===== config.mk =====
export PLATFORM = sky130hd
export DESIGN_NAME = regfile_wb_ctrl
export DESIGN_NICKNAME = d
export VERILOG_FILES = /design/src/rtl/regfile_wb_ctrl.sv
export SDC_FILE = /design/constraint.sdc
export NUM_CORES = 1
export LEC_CHECK = 0
export CAP_MARGIN = 20
export CORE_MARGIN = 2
export CORE_UTILIZATION = 51
export DETAILED_ROUTE_END_ITERATION = 7
export GPL_TIMING_DRIVEN = 0
export MAX_ROUTING_LAYER = met4
export PLACE_DENSITY_LB_ADDON = 0.15
export SYNTH_ARGS = -nofsm -noshare
export SYNTH_HDL_FRONTEND = slang
export SYNTH_SLANG_ARGS = --single-unit

===== constraint.sdc =====
create_clock -name clk -period 4.19 [get_ports clk]
set_input_delay 1.0475 -clock clk [delete_from_list [all_inputs] [get_ports clk]]
set_output_delay 1.0475 -clock clk [all_outputs]
set_load 0.005 [all_outputs]

===== src/rtl/regfile_wb_ctrl.sv =====
// Register-file write-side controller: arbitrates EX/MEM writeback onto one registered
// write port and tracks per-register pending writes to flag read hazards.
module regfile_wb_ctrl #(
  parameter int DATA_W  = 32,
  parameter int ADDR_W  = 5,
  parameter int REG_NUM = 32,
  parameter int CNT_W   = 2
) (
  input  logic              clk,
  input  logic              rst,
  input  logic              issue_valid,
  input  logic [ADDR_W-1:0] issue_rd,
  output logic              issue_ready,
  input  logic              ex_valid,
  input  logic [ADDR_W-1:0] ex_rd,
  input  logic [DATA_W-1:0] ex_data,
  output logic              ex_ready,
  input  logic              mem_valid,
  input  logic [ADDR_W-1:0] mem_rd,
  input  logic [DATA_W-1:0] mem_data,
  output logic              mem_ready,
  output logic              we,
  output logic [ADDR_W-1:0] waddr,
  output logic [DATA_W-1:0] wdata,
  input  logic [ADDR_W-1:0] raddr1,
  input  logic [ADDR_W-1:0] raddr2,
  input  logic [ADDR_W-1:0] raddr3,
  output logic              rs1_busy,
  output logic              rs2_busy,
  output logic              rs3_busy
);

  localparam logic [CNT_W-1:0] CNT_MAX = '1;

  // Handshakes: a transfer happens on a rising edge where valid && ready.
  // A source with valid high and ready low must hold rd/data stable.
  logic              r_we;
  logic [ADDR_W-1:0] r_waddr;
  logic [DATA_W-1:0] r_wdata;
  logic [CNT_W-1:0]  r_cnt [REG_NUM];

  logic              w_mem_acc;
  logic              w_ex_acc;
  logic [ADDR_W-1:0] w_sel_rd;
  logic [DATA_W-1:0] w_sel_data;
  logic              w_commit;
  logic              w_issue_hs;
  logic              w_dec_issue;

  always_comb begin
    w_mem_acc  = mem_valid && !rst;
    w_ex_acc   = ex_valid && !rst && !mem_valid;
    w_sel_rd   = mem_valid ? mem_rd : ex_rd;
    w_sel_data = mem_valid ? mem_data : ex_data;
    w_commit   = (w_mem_acc || w_ex_acc) && (w_sel_rd != '0);
  end

  // A commit of issue_rd this edge frees a slot, so a saturated register can still accept.
  assign w_dec_issue = r_we && (r_waddr == issue_rd);
  assign issue_ready = !rst && ((issue_rd == '0) || (r_cnt[issue_rd] != CNT_MAX) || w_dec_issue);
  assign w_issue_hs  = issue_valid && issue_ready && (issue_rd != '0);

  assign mem_ready = !rst;
  assign ex_ready  = !rst && !mem_valid;

  always_ff @(posedge clk) begin
    if (rst) begin
      r_we    <= 1'b0;
      r_waddr <= '0;
      r_wdata <= '0;
    end else if (w_commit) begin
      r_we    <= 1'b1;
      r_waddr <= w_sel_rd;
      r_wdata <= w_sel_data;
    end else begin
      r_we    <= 1'b0;
    end
  end

  always_ff @(posedge clk) begin
    for (int r = 0; r < REG_NUM; r++) begin
      logic w_inc;
      logic w_dec;
      w_inc = w_issue_hs && (issue_rd == ADDR_W'(r));
      w_dec = r_we && (r_waddr == ADDR_W'(r));
      if (rst || r == 0) begin
        r_cnt[r] <= '0;
      end else if (w_inc && !w_dec && r_cnt[r] != CNT_MAX) begin
        r_cnt[r] <= r_cnt[r] + 1'b1;
      end else if (w_dec && !w_inc && r_cnt[r] != '0) begin
        r_cnt[r] <= r_cnt[r] - 1'b1;
      end
    end
  end

  assign rs1_busy = (raddr1 != '0) && (r_cnt[raddr1] != '0);
  assign rs2_busy = (raddr2 != '0) && (r_cnt[raddr2] != '0);
  assign rs3_busy = (raddr3 != '0) && (r_cnt[raddr3] != '0);

  assign we    = r_we;
  assign waddr = r_waddr;
  assign wdata = r_wdata;

endmodule

# [Word level (Yosys, flattened, before mapping)]
# Memories as Yosys holds them, arrays and structs flattened.
# Cells that the tools add are included.
[op_classes] n_addsub=62 eq_ne=95 n_mux=284 bitwise=62 reduce_logical=305
[ops] cell="$mux W1" count=220
[ops] cell="$logic_and A1 B1 Y1" count=198
[ops] cell="$eq A5 B5 Y1 const B" count=32
[ops] cell="$mux W2" count=62
[ops] cell="$eq A5 B4 Y1 const B" count=16
[ops] cell="$reduce_bool A2 Y1" count=34
[ops] cell="$logic_not A1 Y1" count=64
[ops] cell="$ne A2 B2 Y1 const B" count=32
[ops] cell="$add A2 B1 Y2 const B" count=31
[ops] cell="$or A1 B1 Y1" count=62
[ops] cell="$sub A2 B1 Y2 const B" count=31
[ops] cell="$eq A5 B3 Y1 const B" count=8
[ops] cell="$mux W32" count=1
[ops] cell="$reduce_bool A5 Y1" count=5
[ops] cell="$eq A5 B2 Y1 const B" count=4
[ops] cell="$eq A5 B1 Y1 const B" count=2
[ops] cell="$eq A5 B5 Y1" count=1
[ops] cell="$logic_not A5 Y1" count=1
[ops] cell="$mux W5" count=1
[ops] cell="$logic_or A1 B1 Y1" count=3
[totals] register_bits=38 ram_bits=64 input_bits=99 wordCells=812 mem_count=1
[mem_list] memory="r_cnt" depth=32 width=2 rd=35 rd_clocked_by_memory_dff=0 write_ports=32 line_no="40" rtl="logic [CNT_W-1:0] r_cnt [REG_NUM];"

# [Depth between registers and ports, before layout]
# An unclocked memory read counts as a cell.
[depth] depth_word=16 mapped_depth=10 mapped_depth_nobuf=6

# [Least setup slack after synthesis]
# OpenSTA, ideal clock, no wires.
[synth_path] path_type="input -> output" startpoint="in issue_rd[1]" endpoint="out issue_ready" arrival_time_ns=2.689 t_required_ns=3.143 setup_slack_ns=0.453 stages=9 cell_sequence="buf_6 buf_12 mux4_2 mux2i_1 a2111oi_2 o21ai_2 buf_2 nor2_1 a211oi_1"
[synth_via] elab_chain_len=5 word_cells_on_any_way=8 cone_classes="eq/ne: 2; reduce/logical: 5; memory: 1"
[synth_rtl] element="start, declared" line_no="12" rtl="input logic [ADDR_W-1:0] issue_rd,"
[synth_rtl] element="$mem_v2 Z32 W2"
[synth_rtl] element="$ne A2 B2 Y1" line_no="60" rtl="assign issue_ready = !rst && ((issue_rd == '0) || (r_cnt[issue_rd] != CNT_MAX) || w_dec_issue);"
[synth_rtl] element="$logic_or A1 B1 Y1" line_no="60"
[synth_rtl] element="$logic_or A1 B1 Y1 (*)" line_no="60"
[synth_rtl] element="$logic_and A1 B1 Y1 (*)" line_no="60"
[synth_rtl] element="end, declared" line_no="13" rtl="output logic issue_ready,"
# Every way passes the cells marked *; elsewhere a longest branch is shown, timed or not.

# [Worst setup path in the final report]
[layout_path] startpoint="in rst" endpoint="out ex_ready"
[layout_via] elab_chain_len=2
[layout_rtl] element="start, declared" line_no="10" rtl="input logic rst,"
[layout_rtl] element="$logic_not A1 Y1" line_no="64" rtl="assign ex_ready = !rst && !mem_valid;"
[layout_rtl] element="$logic_and A1 B1 Y1" line_no="64"
[layout_rtl] element="end, declared" line_no="17" rtl="output logic ex_ready,"
# No other way between the ends.

==> results.md <==
- Outcome: complete, no violations
- CTS tree: done
- Top cell by count, worst path: clkdlybuf4s50_1
- P per Cell Area: 263 nW/um2
- Setup violators final: 0
- CTS Sinks: 100
- Critical hold path startpoint: wdata[20]
- Reg2Reg Depth: 8
- GR Util All Layers: 0.317
- Ant. Diodes: 0
- Cts bufs inserted: 9
- Reg2reg end: r_cnt[21][1]
- Max H-tree Level: 3
- CP Depth: 5
- Hold_buf cts: 0
- Leakage: 3.89 nW
- Later-pin clock latency in the skew report: 350 ps
- FP Rows: 45
- # nets final: 1173
- Crit path cell chain: clkdlybuf4s50_1 > clkbuf_2 > clkbuf_1 > nor2_1 > clkdlybuf4s50_1
- CP bufs+invs: 4
- Yosys top cell by area: edfxtp_1
- Max_cap viols: 0
- Worst-path fanout max: 10
- Register area share after synthesis: 0.329
- Fin util: 0.654
- First-pass GRT wire length: 39100 um
- Crit Reg-Reg Startpoint: r_cnt[26][0]
- Die area: 16700 um2
- Comb pwr share: 0.253
- Worst rel slew slack: 0.407
- Cell area after synthesis: 7980 um2
- Max Clock Freq: 0.241 GHz
- Clock Power Share: 0.308
- Post-DP HPWL: 19500 um
- Share of cells above drive strength 1: 0.0922
- PnR Total Power: 2.62 mW
- Die H: 129 um
- Initial drt markers: 890
- DRT Pass-1 Iters: 8
- Starting density of the core: 0.523
- Tmin final: 4150 ps
- Switching share of power: 0.297
- Largest net degree at the start of global routing: 17
- Initial antenna violation count: 0
- Synth area leaders: edfxtp_1, mux4_2, dfxtp_1
- Chip Width: 129 um
- Internal Pwr Total: 1.84 mW
- Synthesized instance count: 863
- Required @ worst endpoint: 3140 ps
- Core ar.: 15300 um2
- NetSw: 0.780 mW
- Via density: 6.19
- Post-synth EDFFs: 62
- Clock-pin slew on the worst setup and hold paths: 70 ps
- Slew Limit Fails: 0
- CP max stage delay: 690 ps
- Synth cell types: 57
- WP data arrival: 3100 ps
- IO buf count: 134
- Sequential power share: 0.439
- Post-synthesis register bit count: 100
- Clock Skew: 8.89 ps
- Crit path kind: in -> out
- Synthesis-to-finish area growth: 25.0%
- Top FF cell, synth: edfxtp_1
- Synthesized area per cell: 9.25 um2
- Number of global-route vias before repair: 7255
- Filler cells: 1279
- Worst hold endpoint: wdata[20]
- Worst path slowest cell: clkdlybuf4s50_1
- # IOs: 143
- CP Launch Type: input port
- Residual DRC count: 0
- Synthesis warning total: 0
- Worst hold path class: reg -> reg
- Period utilization: 0.990
- Worst Setup End Kind: output pin
- Top cell family by delay on the critical path: buffers and inverters
- RSZ-0062 raised after global routing: false
- Syn Nets: 1022
- Remaining global-route overflow: 0
- Final ANT Viol Nets: 0
- CTS Buffer Depth: 2
- FFs w/ async S/R, synth: 0
- Routed wire length: 25100 um
- Slew @ Worst Pin: 887 ps
- Synth top area share: 0.233
- Reg-to-reg slack, setup: 1320 ps
- Hold Crit Depth: 2
- Max IR drop VDD: 0.199 mV
- Root buffer cell: clkbuf_16
- Via count: 7608
- Hold Vio Cnt, Final: 0
- GPL Wtd Cong: 0.985
- Wire length per cell: 20.4 um
## layout by cell type, fill, tap and decap left out, types with 7 or more instances in the layout
| cell | n |
|---|---|
| dfxtp_1 | 38 |
| ha_1 | 60 |
| a21oi_1 | 63 |
| nor2_1 | 93 |
| clkbuf_16 | 9 |
| mux2i_1 | 63 |
| inv_1 | 65 |
| nor3_1 | 33 |
| nor4_1 | 7 |
| mux4_2 | 37 |
| nand3_1 | 60 |
| o21ai_0 | 12 |
| a2111o_1 | 9 |
| and3_1 | 7 |
| nand4_1 | 11 |
| clkbuf_1 | 30 |
| clkdlybuf4s50_1 | 128 |
| a211oi_1 | 45 |
| nand2_1 | 52 |
| o21ai_1 | 14 |
| buf_2 | 8 |
| edfxtp_1 | 62 |
| buf_4 | 9 |
| nand2b_1 | 11 |
## how the worst max path moves through the flow
stage	start	endpoint	slack, ps
3_5_place_dp	issue_rd[1]	issue_ready	-1070
5_1_grt	rst	ex_ready	2
6_report	rst	ex_ready	40
4_1_cts	raddr3[4]	rs3_busy	60
2_1_floorplan	issue_rd[1]	issue_ready	450
3_3_place_gp	issue_rd[1]	issue_ready	-1020
## repair_timing
| item | in CTS | in global routing |
|---|---|---|
| cloned | 0 | 0 |
| buffers inserted | 5 | 2 |
| pin swaps | 2 | 0 |
| gates resized for setup | 31 | 5 |
| endpoints found under the setup margin | 5 | 3 |
## area by class of cell
type                    instances  area (um2)  share of cell area
plain buffers                  52         278              0.0278
multi-input cells             644        4890               0.490
clock inverters                 6        36.3             0.00364
repair buffers                142        1400               0.140
flip-flops and latches        100        2620               0.263
well taps                     211         264              0.0265
clock buffers                  10         239              0.0240
inverters                      65         244              0.0245
## worst reg2reg max path: cells and delay by family (launching register included)
family                 cells  cell delay, ps
AO/OA/AOI/OAI              2             370
buffers and inverters      2             570
flip-flops                 1             490
multiplexers               1             530
AND/OR/NAND/NOR            3             620
## synth_stat cells, types with 4 or more instances
cell      instances
and2_1            4
nand2_1          52
ha_1             60
o21ai_0          12
a2111o_1          9
and3_1            8
mux4_2           37
or3_1             4
xor2_1            5
nor2_1           93
nor3_1           33
a21oi_1          63
a211oi_1         45
buf_1             4
nor2b_1           6
nor3b_1           5
clkbuf_1         38
nand2b_1         11
dfxtp_1          38
edfxtp_1         62
buf_2             7
nand4_1          11
inv_1            65
mux2i_1          63
o21ai_1          14
nand3_1          60
nor4_1            7
## flip-flops by register name, indices dropped and copies added (netlist names)
| signal | count |
|---|---|
| wdata | 32 |
| r_cnt | 62 |
| we | 1 |
| waddr | 5 |
## metrics by stage
| stage | instances | area (um2) | hold slack (ps) | setup WS, ps | TNS, ps |
|---|---|---|---|---|---|
| finish | 1230 | 9970 | 499 | 41.9 | 0 |
| global route | 1230 | 9970 | 524 | 1.66 | 0 |
| CTS | 1227 | 9950 | 500 | 58.0 | 0 |
| detailed placement | 1208 | 9590 | 492 | -1070 | -1880 |
| global placement | 1208 | 9590 | 486 | -1020 | -1690 |
| floorplan | 863 | 7980 | 494 | 453 | 0 |
## power by group through the flow
stage                     clock [mW]  combinational, mW  sequential, mW
after global routing           0.845              0.712            1.16
after global placement             0              0.628            1.17
after detailed placement           0              0.637            1.17
after CTS                      0.816              0.650            1.15
after floorplan                    0              0.348            1.16
final                          0.808              0.662            1.15
## kinds of logic after synthesis
kind of cell    Yosys count  synth area share
mux                     104             0.189
compound gates          169             0.139
buf+inv                 119            0.0614
xor+xnor                  6           0.00658
simple gates            305             0.182
flops                   100             0.329
fa+ha+maj                60            0.0940
## layer usage
layer	vias to the layer above	share of wire	track usage
li1	3507	-	-
met1	3640	0.40	0.401
met2	389	0.48	0.510
met3	72	0.080	0.0487
met4	0	0.041	0.132
met5	-	0	-
(Power assumes the default switching activity.)
